==> src/rtl/alu3_rr_arbiter_pkg.sv <==
// Shared definitions for the alu3_rr_arbiter operand-select path.
// Optional build macro: ALU3_LOCK_EN (adds multi-beat lock support in the top).
package alu3_rr_arbiter_pkg;

  localparam int NUM_REQ = 3;

  // Selector codes; SEL_NONE marks a cycle with no grant.
  localparam logic [1:0] SEL_A    = 2'b00;
  localparam logic [1:0] SEL_B    = 2'b01;
  localparam logic [1:0] SEL_C    = 2'b10;
  localparam logic [1:0] SEL_NONE = 2'b11;

  // Output stage occupancy.
  typedef enum logic {
    EMPTY = 1'b0,
    FULL  = 1'b1
  } state_e;

  // Requester index that sits 'step' positions after 'base' in the circular
  // order a -> b -> c -> a. Inputs are at most 3 each, so two conditional
  // subtractions are enough to bring the sum back into 0..2.
  function automatic logic [1:0] rr_next(input logic [1:0] base, input logic [1:0] step);
    logic [2:0] sum;
    sum = {1'b0, base} + {1'b0, step};
    if (sum >= 3'd3) sum = sum - 3'd3;
    if (sum >= 3'd3) sum = sum - 3'd3;
    return sum[1:0];
  endfunction

endpackage

==> src/rtl/alu3_rr_arbiter_rr_pick3.sv <==
// Combinational 3-way round-robin picker: searches last+1, last+2, last and
// returns a one-hot grant plus the matching selector code.
module rr_pick3
  import alu3_rr_arbiter_pkg::*;
(
  input  logic [2:0] i_req,
  input  logic [1:0] i_last,
  input  logic       i_enable,
  output logic [2:0] o_grant,
  output logic [1:0] o_idx
);

  // First requester found after the previous winner gets the grant.
  always_comb begin
    // NOTE: every output gets a default before any branch so no latch is inferred.
    o_grant = '0;
    o_idx   = SEL_NONE;
    if (i_enable) begin
      for (int k = 1; k <= NUM_REQ; k++) begin
        if ((o_grant == 3'b000) && i_req[rr_next(i_last, 2'(k))]) begin
          o_grant[rr_next(i_last, 2'(k))] = 1'b1;
          o_idx                           = rr_next(i_last, 2'(k));
        end
      end
    end
  end

endmodule

==> src/rtl/alu3_rr_arbiter.sv <==
// Round-robin arbiter sharing one 3:1 operand-select path between requesters
// a, b, c, feeding a single-entry valid/ready output register.
// Optional build macro: ALU3_LOCK_EN adds req_lock[2:0]; the owner of the last
// transfer keeps the grant while its lock and valid bits stay set.
module alu3_rr_arbiter
  import alu3_rr_arbiter_pkg::*;
#(
  parameter int DATA_W = 6
) (
  input  logic              clk,
  input  logic              rst,
  input  logic [2:0]        req_valid,
`ifdef ALU3_LOCK_EN
  input  logic [2:0]        req_lock,
`endif
  output logic [2:0]        req_ready,
  input  logic [DATA_W-1:0] In_a,
  input  logic [DATA_W-1:0] In_b,
  input  logic [DATA_W-1:0] In_c,
  output logic [1:0]        Selector,
  output logic              out_valid,
  input  logic              out_ready,
  output logic [DATA_W-1:0] OUT_ALU3,
  output logic [1:0]        out_src
);

  state_e            r_state;
  state_e            w_state_nxt;
  logic [1:0]        r_last;
  logic [DATA_W-1:0] r_out;
  logic [1:0]        r_src;

  logic              w_enable;
  logic [2:0]        w_pick_req;
  logic [2:0]        w_grant;
  logic [1:0]        w_idx;
  logic              w_xfer;
  logic [DATA_W-1:0] w_operand;

  // Grants are only offered when the output stage can take a word, and never
  // while reset is held so req_ready stays low throughout reset.
  assign w_enable = ((r_state == EMPTY) | out_ready) & ~rst;

`ifdef ALU3_LOCK_EN
  logic r_has_owner;
  logic w_lock_hit;

  // A lock only counts for the requester that made the last transfer; masking
  // the request vector down to that one bit forces the picker onto it.
  assign w_lock_hit = r_has_owner & req_lock[r_last] & req_valid[r_last];
  assign w_pick_req = w_lock_hit ? (3'b001 << r_last) : req_valid;

  // Remember whether any transfer has happened since reset, i.e. whether an owner exists.
  always_ff @(posedge clk or posedge rst) begin
    if (rst)         r_has_owner <= 1'b0;
    else if (w_xfer) r_has_owner <= 1'b1;
  end
`else
  assign w_pick_req = req_valid;
`endif

  rr_pick3 u_pick (
    .i_req    (w_pick_req),
    .i_last   (r_last),
    .i_enable (w_enable),
    .o_grant  (w_grant),
    .o_idx    (w_idx)
  );

  assign w_xfer    = (w_grant != 3'b000);
  assign req_ready = w_grant;
  assign Selector  = w_idx;

  // 3:1 operand select driven by the winner's code.
  always_comb begin
    w_operand = '0;
    case (w_idx)
      SEL_A:   w_operand = In_a;
      SEL_B:   w_operand = In_b;
      SEL_C:   w_operand = In_c;
      default: w_operand = '0;
    endcase
  end

  // Output-stage occupancy register.
  always_ff @(posedge clk or posedge rst) begin
    // NOTE: sequential state uses non-blocking assignments so all flops update together.
    if (rst) r_state <= EMPTY;
    else     r_state <= w_state_nxt;
  end

  // Occupancy next state: fill on a transfer, drain when consumed with nothing new.
  always_comb begin
    w_state_nxt = r_state;
    case (r_state)
      EMPTY:   if (w_xfer) w_state_nxt = FULL;
      FULL:    if (out_ready && !w_xfer) w_state_nxt = EMPTY;
      default: w_state_nxt = EMPTY;
    endcase
  end

  // Capture the winning operand, its source and the round-robin pointer on a transfer.
  always_ff @(posedge clk or posedge rst) begin
    // NOTE: the data register is reset too, so OUT_ALU3 reads zero after reset rather than X.
    if (rst) begin
      r_out  <= '0;
      r_src  <= SEL_NONE;
      r_last <= SEL_C;
    end else if (w_xfer) begin
      r_out  <= w_operand;
      r_src  <= w_idx;
      r_last <= w_idx;
    end
  end

  assign out_valid = (r_state == FULL);
  assign OUT_ALU3  = r_out;
  assign out_src   = r_src;

endmodule

==> config.mk <==
export PLATFORM = sky130hd
export DESIGN_NAME = alu3_rr_arbiter
export DESIGN_NICKNAME = d
export VERILOG_FILES = /design/src/rtl/alu3_rr_arbiter_pkg.sv /design/src/rtl/alu3_rr_arbiter_rr_pick3.sv /design/src/rtl/alu3_rr_arbiter.sv
export SDC_FILE = /design/constraint.sdc
export NUM_CORES = 1
export LEC_CHECK = 0
export CAP_MARGIN = 20
export CORE_ASPECT_RATIO = 0.8
export CORE_MARGIN = 1
export CORE_UTILIZATION = 45
export DETAILED_ROUTE_END_ITERATION = 12
export PLACE_DENSITY = 0.83
export SETUP_SLACK_MARGIN = 0.02
export SYNTH_ARGS = -nofsm -noshare
export SYNTH_HDL_FRONTEND = slang
export SYNTH_SLANG_ARGS = --single-unit
==> constraint.sdc <==
create_clock -name clk -period 3.28 [get_ports clk]
set_input_delay 0.984 -clock clk [delete_from_list [all_inputs] [get_ports clk]]
set_output_delay 0.984 -clock clk [all_outputs]
set_load 0.01 [all_outputs]
==> results of run 1 <==
==> cell usage after synthesis (all sizes together), types with 2 or more instances <==
library cell	instances
nand2b	3
nand2	7
buf	10
a211oi	7
a21oi	6
dfrtp	8
and3b	2
nand3b	4
o21ai	6
and2	2
nand3	10
a2bb2oi	8
o221ai	6
inv	11
mux2	2
dfstp	2
ha	4
mux2i	4
==> cells in the final DEF (no fill, tap or decap), types with 3 or more instances in the layout <==
cell type and n:
a21oi_1 3, a2bb2oi_1 6, o21ai_0 3, o221ai_1 6, nand3_1 8, buf_2 6, clkbuf_4 3, nand2b_1 3
mux2i_1 3, a211oi_1 6, buf_6 5, clkdlybuf4s50_1 29, o21ai_2 3, buf_4 32, dfrtp_1 8, nand3b_1 4
nand2_1 6, inv_1 9
==> registers in the layout, indices dropped and copies added, names as in the netlist <==
| name | flops |
|---|---|
| OUT_ALU3 | 6 |
| r_last | 2 |
| out_src | 1 |
| out_valid | 1 |
==> critical path: stages, from the launching register on <==
cell      delay [ns]
dfstp_2         0.55
inv_2           0.05
ha_4            0.31
buf_6           0.12
and3b_1         0.19
o21ai_2         0.16
buf_4           0.13
nand2_2         0.09
nand3_2         0.11
mux2i_1         0.20
nand2_1         0.10
clkbuf_2        0.14
==> power groups by stage <==
stage	registers [mW]	clock network (mW)	logic, mW
floorplan	0.255	0	0.918
global placement	0.226	0	1.37
global route	0.239	0.126	1.80
CTS	0.233	0.116	1.58
finish	0.235	0.119	1.72
detailed placement	0.232	0	1.42
==> per-stage QoR <==
stage | instance area (um^2) | total power [mW] | util, %
floorplan | 1112 | 1.173 | -
global placement | 1622 | 1.595 | 72.00
detailed placement | 1622 | 1.655 | 72.00
CTS | 1725 | 1.925 | 76.61
global route | 1777 | 2.168 | 78.89
finish | 1777 | 2.076 | 78.89
==> layout make-up <==
class / instances / area (um^2) / area share (%)
well taps: 25 / 31.28 / 1.761
repair buffers: 73 / 621.8 / 35.00
inverters: 11 / 41.29 / 2.324
multi-input cells: 88 / 793.3 / 44.65
flip-flops and latches: 10 / 252.7 / 14.23
clock buffers: 4 / 36.28 / 2.042
==> final timing paths <==
kind	slack, ns	to	cells after the start	start
setup / recovery	-0.16	Selector[1]	11	r_last[1]$_DFFE_PP1P_
hold reg to reg	0.59	OUT_ALU3[4]$_DFFE_PP0P_	2	OUT_ALU3[4]$_DFFE_PP0P_
max in group asynchronous	2.03	r_last[1]$_DFFE_PP1P_	3	rst
min in group asynchronous	1.02	out_valid$_DFF_PP0_	3	rst
setup reg to reg	0.54	OUT_ALU3[1]$_DFFE_PP0P_	12	r_last[1]$_DFFE_PP1P_
hold / removal	0.59	OUT_ALU3[4]$_DFFE_PP0P_	2	OUT_ALU3[4]$_DFFE_PP0P_
==> layer usage <==
| layer | vias up | GRT usage [%] | wire, um |
|---|---|---|---|
| li1 | 583 | - | - |
| met1 | 630 | 33.05 | 1472 |
| met2 | 99 | 54.65 | 2016 |
| met3 | 28 | 10.67 | 400 |
| met4 | 0 | 14.15 | 231 |
| met5 | - | 0 | 0 |
==> logic make-up after synthesis <==
family | count (synthesis)
buffers and inverters | 21
muxes | 6
and+or+nand+nor | 35
DFF | 10
adders and majority gates | 4
AOI/OAI and AO/OA | 43
==> timing repair <==
action,4_1_cts,5_1_grt
setup endpoints to repair,5,5
endpoints found under the hold margin,0,0
pin swaps,5,6
hold buffers,0,0
buffers inserted,8,1
gates resized for setup,38,14
==> results.yml, run 1 <==
yosys:
  synth-compound-area-share_pct: 35.21
  synth_largest_area_cell: "dfrtp_1"
  synth_top_family_by_area: "compound AO/OA/AOI/OAI gates"
  synth_nets: 147
  synthArstFlopShare_pct: 100.0
  ys_ff_latch: 10
  synth_area_mm2: 0.001112
  synth-simple-area-share_pct: 19.69
  ys_seq_area_share_pct: 22.72
  synth_area_per_cell_um2: 9.347
  synth_edf_count: 0
  synth_fa_ha_area_share_pct: 4.499
  synth_xor_area_share_pct: 0
  yosys_warnings: 0
  synth_area_leaders: "dfrtp_1 (18%), buf_6 (6.1%), dfstp_2 (4.7%)"
  synth.top_cell.area_share_pct: 18.00
  synth_cells: 119
  synth_mux_area_share_pct: 5.624
  synthFlopType: "dfrtp_1"
  synth.distinct_cells: 46
power:
  leakagePower_nw: 0.7687
  internal_power_mw: 1.161
  cellPowerDensity_mw_per_mm2: 1168
  switching_share_pct: 44.07
  vdd_drop_max_mv: 0.8822
  seqPwrFrac_pct: 11.3
  power.share.clock_pct: 5.7
  pwr-share-comb_pct: 82.9
  power_switching_mw: 0.9147
placed_design:
  io_buffer_count: 37
  gp_congestion: 0.9097
  dp_hpwl_um: 2603
  dp.cells: 198
  pre_cts_ws_ns: -0.7338
sta:
  finalCriticalPeriod_ns: 3.435
  fin_ws_ns: -0.1552
  fin_setup_tns_ns: -0.3767
  min_period_over_period_pct: 104.7
  rsz0062_at_grt: "yes"
  clock_skew_ns: 0.01098
  tightest_slew_ns: 0.5334
  setup-violations-final: 4
  fin_hold_ws_ns: 0.5900
  timing.fmax_mhz: 291.1
  slew_viol_final: 0
  finalHoldViolCount: 0
  maxSlewHeadroom_pct: 64.44
clock_network:
  clockBufferDepth: 2
  cts_sinks: 10
  cts_tree: "yes"
  clockRootBuffer: "clkbuf_4"
  cts_buffers: 3
  clk_pin_slew_ns: 0.08
  clock_latency_ns: 0.28
  htreeDepth: 1
detailed_routing:
  vias: 1340
  antenna_left: 0
  via_per_inst: 6.351
  drc: 3
  wl_per_cell_um: 19.53
  wl_um: 4121
  drtIter0Drc: 87
  dr.pass1.iters: 11
critical_path:
  crit_path_start_kind: "flop"
  endpoint_kind: "output pin"
  arrival_ns: 2.45
  cp_max_fo: 6
  cp.required_ns: 2.30
  crit_type: "flop to output pin"
grt:
  gr-total-overflow: 0
  grt_max_degree: 14
  antenna_found_initial: 0
  grt_usage_pct: 30.50
  grt_pass1_wl_um: 5878
  grt_pass1_vias: 1273
floorplanning:
  fp.dieW_um: 57.59
  rows: 15
  initial_core_util_pct: 49.39
  die-area_mm2: 0.002676
  core_area_mm2: 0.002252
  die_h_um: 46.47
  io_pins: 38
run_status:
  status: "finished with violations"
  violations: "DRC, setup timing"
cells_and_area:
  syn2layout_area_growth_pct: 59.73
  fillers: 142
  drive_gt1_share_pct: 41.94
  fin_cells: 211
  layout.nets: 215
  num_antenna_cells: 0
hold_path:
  min_path_type: "flop to flop"
job:
  drv_cap: 0
Power figures use the tool's default switching activity.
==> inputs of run 2 (changes only) <==
--- a/config.mk
+++ b/config.mk
@@ -11,6 +11,7 @@
 export CORE_UTILIZATION = 45
 export DETAILED_ROUTE_END_ITERATION = 12
 export PLACE_DENSITY = 0.83
+export REMOVE_ABC_BUFFERS = 1
 export SETUP_SLACK_MARGIN = 0.02
 export SYNTH_ARGS = -nofsm -noshare
 export SYNTH_HDL_FRONTEND = slang
==> run 2 against run 1 <==
Effect of this change:
- the run still ends with DRC, setup timing left
- worst hold slack better by 0.0023 ns
- clock skew is 0.010 ns lower
- critical path depth is 1 lower
- combinational power hardly changed
- sequential share of layout area is 0.33 points lower
==> results.yml, run 2 (synthesized netlist as in run 1, its figures left out) <==
run_status:
  status: "finished with violations"
  violations: "DRC, setup timing"
detailed_routing:
  wl_per_cell_um: 18.31
  antenna_left: 0
  wl_um: 3954
  drtIter0Drc: 60
  via_per_inst: 6.074
  dr.pass1.iters: 8
  vias: 1312
  drc: 2
grt:
  grt_pass1_vias: 1395
  grt_pass1_wl_um: 6375
  grt_usage_pct: 32.49
  antenna_found_initial: 0
  gr-total-overflow: 0
  grt_max_degree: 14
placed_design:
  dp_hpwl_um: 2725
  gp_congestion: 0.9200
  dp.cells: 202
  io_buffer_count: 37
  pre_cts_ws_ns: -0.7132
critical_path:
  r2r_slack_ns: 0.64
  reg2reg_to: "OUT_ALU3[0]$_DFFE_PP0P_"
  reg2reg_from: "r_last[1]$_DFFE_PP1P_"
  cp_slowest_cell: "dfstp_2"
  slowest_delay_ns: 0.54
  arrival_ns: 2.40
  critPathLaunch: "r_last[1]$_DFFE_PP1P_"
  cp_max_fo: 7
  crit_type: "flop to output pin"
  cp.required_ns: 2.30
  crit_path_end: "Selector[0]"
  cp_common_cell: "buf_6"
  r2r_cells: 12
  crit_path_start_kind: "flop"
  cp_cell_sequence: "inv_2 > ha_4 > buf_6 > nand3b_1 > nand3_2 > a2bb2oi_4 > buf_6 > a31o_4 > or2_4 > buf_6"
  endpoint_kind: "output pin"
floorplanning:
  initial_core_util_pct: 49.39
  die_h_um: 46.47
  fp.dieW_um: 57.59
  die-area_mm2: 0.002676
  core_area_mm2: 0.002252
  io_pins: 38
  rows: 15
sta:
  clock_skew_ns: 0.0008584
  maxSlewHeadroom_pct: 70.97
  setup-violations-final: 1
  rsz0062_at_grt: "yes"
  timing.fmax_mhz: 295.3
  min_period_over_period_pct: 103.2
  finalHoldViolCount: 0
  finalCriticalPeriod_ns: 3.386
  fin_ws_ns: -0.1064
  fin_setup_tns_ns: -0.1064
  slew_viol_final: 0
  tightest_slew_ns: 0.4355
cells_and_area:
  syn2layout_area_growth_pct: 63.55
  largest_reg_flops: 6
  multi_input_area_um2: 803.3
  num_antenna_cells: 0
  layout.nets: 220
  drive_gt1_share_pct: 43.98
  final_common_cell: "buf_4"
  mostFrequentLayoutCells: "buf_4 (38), clkdlybuf4s50_1 (28), inv_1 (9), dfrtp_1 (8), nand3_1 (8)"
  fin_cells: 216
  regArea_um2: 252.7
  final_util_pct: 80.78
  fillers: 138
clock_network:
  clk_pin_slew_ns: 0.07
  cts_buffers: 3
  cts_sinks: 10
  clock_latency_ns: 0.27
  cts_tree: "yes"
  clockRootBuffer: "clkbuf_4"
  clockBufferDepth: 2
  htreeDepth: 1
power:
  cellPowerDensity_mw_per_mm2: 1122
  switching_share_pct: 43.27
  vdd_drop_max_mv: 0.8312
  seqPwrFrac_pct: 11.5
  power.share.clock_pct: 5.5
  power_switching_mw: 0.8829
  internal_power_mw: 1.158
  leakagePower_nw: 0.7974
  pwr-share-comb_pct: 83.0
  power_mw: 2.041
job:
  drv_cap: 0
hold_path:
  min_path_type: "flop to flop"
run 2: cell type report:
cell class | instances | area share (%)
repair buffers | 78 | 35.97
multi-input cells | 88 | 44.15
inverters | 11 | 2.270
well taps | 25 | 1.719
clock buffers | 4 | 1.995
flip-flops and latches | 10 | 13.89
run 2: worst max-delay path, delay by kind of cell (launching register included):
kind,cells,cell delay [ns]
AND/OR/NAND/NOR,3,0.47
AO/OA/AOI/OAI,2,0.41
flip-flops,1,0.54
adder cells (fa/ha/maj),1,0.28
buffers and inverters,4,0.44
run 2: power groups by stage:
stage          Combinational [mW]  Clock (mW)  Sequential, mW
2_1_floorplan               0.800           0           0.259
3_3_place_gp                 1.37           0           0.227
3_5_place_dp                 1.43           0           0.231
4_1_cts                      1.61       0.113           0.233
5_1_grt                      1.80       0.119           0.240
6_report                     1.69       0.113           0.234
run 2: through the flow:
| stage | instance area [um^2] | hold WS (ns) |
|---|---|---|
| final | 1819 | 0.5923 |
| after global routing | 1819 | 0.6312 |
| after CTS | 1807 | 0.5921 |
| after detailed placement | 1652 | 0.5749 |
| after global placement | 1652 | 0.5650 |
| after floorplan | 1017 | 0.5338 |
run 2: how the worst min path moves through the flow:
stage | startpoint | end | slack [ns] | cells after the start
after floorplan | r_last[1]$_DFFE_PP1P_ | r_last[1]$_DFFE_PP1P_ | 0.53 | 2
after global placement | OUT_ALU3[2]$_DFFE_PP0P_ | OUT_ALU3[2]$_DFFE_PP0P_ | 0.57 | 2
after detailed placement | OUT_ALU3[1]$_DFFE_PP0P_ | OUT_ALU3[1]$_DFFE_PP0P_ | 0.57 | 2
after CTS | OUT_ALU3[1]$_DFFE_PP0P_ | OUT_ALU3[1]$_DFFE_PP0P_ | 0.59 | 2
after global routing | OUT_ALU3[2]$_DFFE_PP0P_ | OUT_ALU3[2]$_DFFE_PP0P_ | 0.63 | 2
final | OUT_ALU3[3]$_DFFE_PP0P_ | OUT_ALU3[3]$_DFFE_PP0P_ | 0.59 | 2
run 2: metal layers:
metal | up-vias | share of wire [%] | global-route usage [%]
li1 | 593 | - | -
met1 | 643 | 40 | 37.41
met2 | 64 | 51 | 59.07
met3 | 12 | 6.0 | 5.899
met4 | 0 | 2.9 | 16.59
met5 | - | 0 | 0
run 2: repair_timing:
| action | 4_1_cts | 5_1_grt |
|---|---|---|
| cloned | 0 | 0 |
| buffers inserted | 7 | 3 |
| gates resized for setup | 47 | 6 |
| setup endpoints to repair | 5 | 5 |
| hold buffers | 0 | 0 |
| pin swaps | 8 | 5 |
==> inputs of run 3 (changes only) <==
--- a/config.mk
+++ b/config.mk
@@ -7,7 +7,7 @@
 export LEC_CHECK = 0
 export CAP_MARGIN = 20
 export CORE_ASPECT_RATIO = 0.8
-export CORE_MARGIN = 1
+export CORE_MARGIN = 2
 export CORE_UTILIZATION = 45
 export DETAILED_ROUTE_END_ITERATION = 12
 export PLACE_DENSITY = 0.83
==> run 3 against run 2 <==
Effect of this change:
- the flow finishes with violations (setup timing)
- cell area is 1.5% higher
- first-iteration DRC count decreased by 18%
- register-to-register slack got worse by 0.07 ns
- clock power about the same
- global-route usage is 5.8 points lower
- worst setup slack gained 0.018 ns
- wire length down 7.6%
- combinational power grew 3%
- clock skew increased by 0.0051 ns
- sequential power about the same
- count of clock-buffer cells in the layout unchanged
- final cell count did not move
- critical path type is now input port to output pin
==> results.yml, run 3 (synthesized netlist as in run 1, its figures left out) <==
grt:
  grt_max_degree: 14
  grt_pass1_wl_um: 5885
  grt_usage_pct: 26.70
  grt_pass1_vias: 1274
  gr-total-overflow: 0
  antenna_found_initial: 0
power:
  pwr-share-comb_pct: 83.3
  leakagePower_nw: 0.7958
  vdd_drop_max_mv: 0.6581
  internal_power_mw: 1.185
  power.share.clock_pct: 5.5
  switching_share_pct: 43.21
  seqPwrFrac_pct: 11.2
  power_mw: 2.086
  cellPowerDensity_mw_per_mm2: 1130
  power_switching_mw: 0.9015
clock_network:
  htreeDepth: 1
  clock_latency_ns: 0.28
  cts_sinks: 10
  hold_buffers: 0
  clockBufferDepth: 2
  clockRootBuffer: "clkbuf_4"
  cts_buffers: 3
  cts_tree: "yes"
  clk_pin_slew_ns: 0.07
detailed_routing:
  met3_length_um: 185
  wl_met2_um: 1790
  vias: 1237
  via_per_inst: 5.727
  dr.pass1.iters: 4
  routed.top_layer: "met4"
  wirelength_met1_um: 1582
  drtIter0Drc: 49
  drc: 0
  antenna_left: 0
  wl_per_cell_um: 16.91
  wl_um: 3652
sta:
  setup-violations-final: 2
  finalCriticalPeriod_ns: 3.368
  min_period_over_period_pct: 102.7
  clock_skew_ns: 0.005963
  tightest_slew_ns: 0.5526
  fin_ws_ns: -0.08849
  finalHoldViolCount: 0
  rsz0062_at_grt: "yes"
  slew_viol_final: 0
  maxSlewHeadroom_pct: 63.16
  timing.fmax_mhz: 296.9
run_status:
  status: "finished with violations"
  violations: "setup timing"
placed_design:
  pre_cts_ws_ns: -0.7339
  io_buffer_count: 37
  dp_hpwl_um: 2585
  gp_congestion: 0.8662
cells_and_area:
  final_common_cell: "buf_4"
  layout.nets: 218
  drive_gt1_share_pct: 46.03
  num_antenna_cells: 0
  mostFrequentLayoutCells: "buf_4 (34), clkdlybuf4s50_1 (28), inv_1 (9), dfrtp_1 (8), buf_2 (7)"
  syn2layout_area_growth_pct: 66.03
  largest_reg_flops: 6
floorplanning:
  core_area_mm2: 0.002402
  io_pins: 38
  initial_core_util_pct: 46.30
  die_h_um: 48.47
  rows: 16
  fp.dieW_um: 59.59
  die-area_mm2: 0.002888
critical_path:
  cp.required_ns: 2.30
  arrival_ns: 2.38
  endpoint_kind: "output pin"
  crit_path_start_kind: "input port"
  crit_type: "input port to output pin"
  cp_max_fo: 7
hold_path:
  min_path_type: "flop to flop"
job:
  drv_cap: 0
run 3: what timing repair did:
action / CTS / global route
resized for setup: 54 / 11
endpoints found under the hold margin: 0 / 0
endpoints found under the setup margin: 5 / 5
gates cloned: 0 / 0
pin swaps: 10 / 10
setup buffers: 9 / 2
run 3: cell type report:
cell class,instances,area (um^2)
multi-input combinational,88,835.8
fill,154,555.5
tap,27,33.78
clock buffer,4,36.28
sequential,10,252.7
timing repair buffer,76,646.9
inverter,11,41.29
run 3: path summary, 6_finish.rpt:
check / from / slack [ns] / end / cells after the start
worst max-delay path: req_valid[1] / -0.09 / Selector[0] / 8
worst min-delay path: OUT_ALU3[5]$_DFFE_PP0P_ / 0.59 / OUT_ALU3[5]$_DFFE_PP0P_ / 2
worst max register to register: r_last[1]$_DFFE_PP1P_ / 0.57 / OUT_ALU3[5]$_DFFE_PP0P_ / 13
worst min register to register: OUT_ALU3[5]$_DFFE_PP0P_ / 0.59 / OUT_ALU3[5]$_DFFE_PP0P_ / 2
max in group asynchronous: rst / 2.00 / out_src[0]$_DFFE_PP1P_ / 3
min in group asynchronous: rst / 1.05 / OUT_ALU3[2]$_DFFE_PP0P_ / 3
run 3: power groups by stage:
stage	sequential (mW)	clock, mW	combinational (mW)
2_1_floorplan	0.259	0	0.800
3_3_place_gp	0.226	0	1.36
3_5_place_dp	0.228	0	1.42
4_1_cts	0.234	0.111	1.63
5_1_grt	0.242	0.123	1.83
6_report	0.233	0.116	1.74
run 3: worst max-delay path: stages:
cell and delay [ns]:
buf_2 0.20, or2b_1 0.14, nand3_2 0.11, a2bb2oi_4 0.22
buf_6 0.14, a31o_4 0.24, or2_4 0.24, buf_6 0.12
run 3: stage by stage:
stage	instance area [um^2]	hold slack, ns	setup TNS [ns]	util [%]	std cells
3_3_place_gp	1632	0.5763	-3.106	67.92	201
2_1_floorplan	1017	0.5338	-0.1385	-	109
6_report	1847	0.5918	-0.1212	76.88	216
3_5_place_dp	1632	0.5811	-3.449	67.92	201
5_1_grt	1847	0.6207	-0.2951	76.88	216
4_1_cts	1805	0.5946	-0.06132	75.16	214
run 3: metal layers:
metal,up-vias,track usage (%)
li1,590,-
met1,592,34.17
met2,42,43.22
met3,13,6.150
met4,0,10.00
met5,-,0
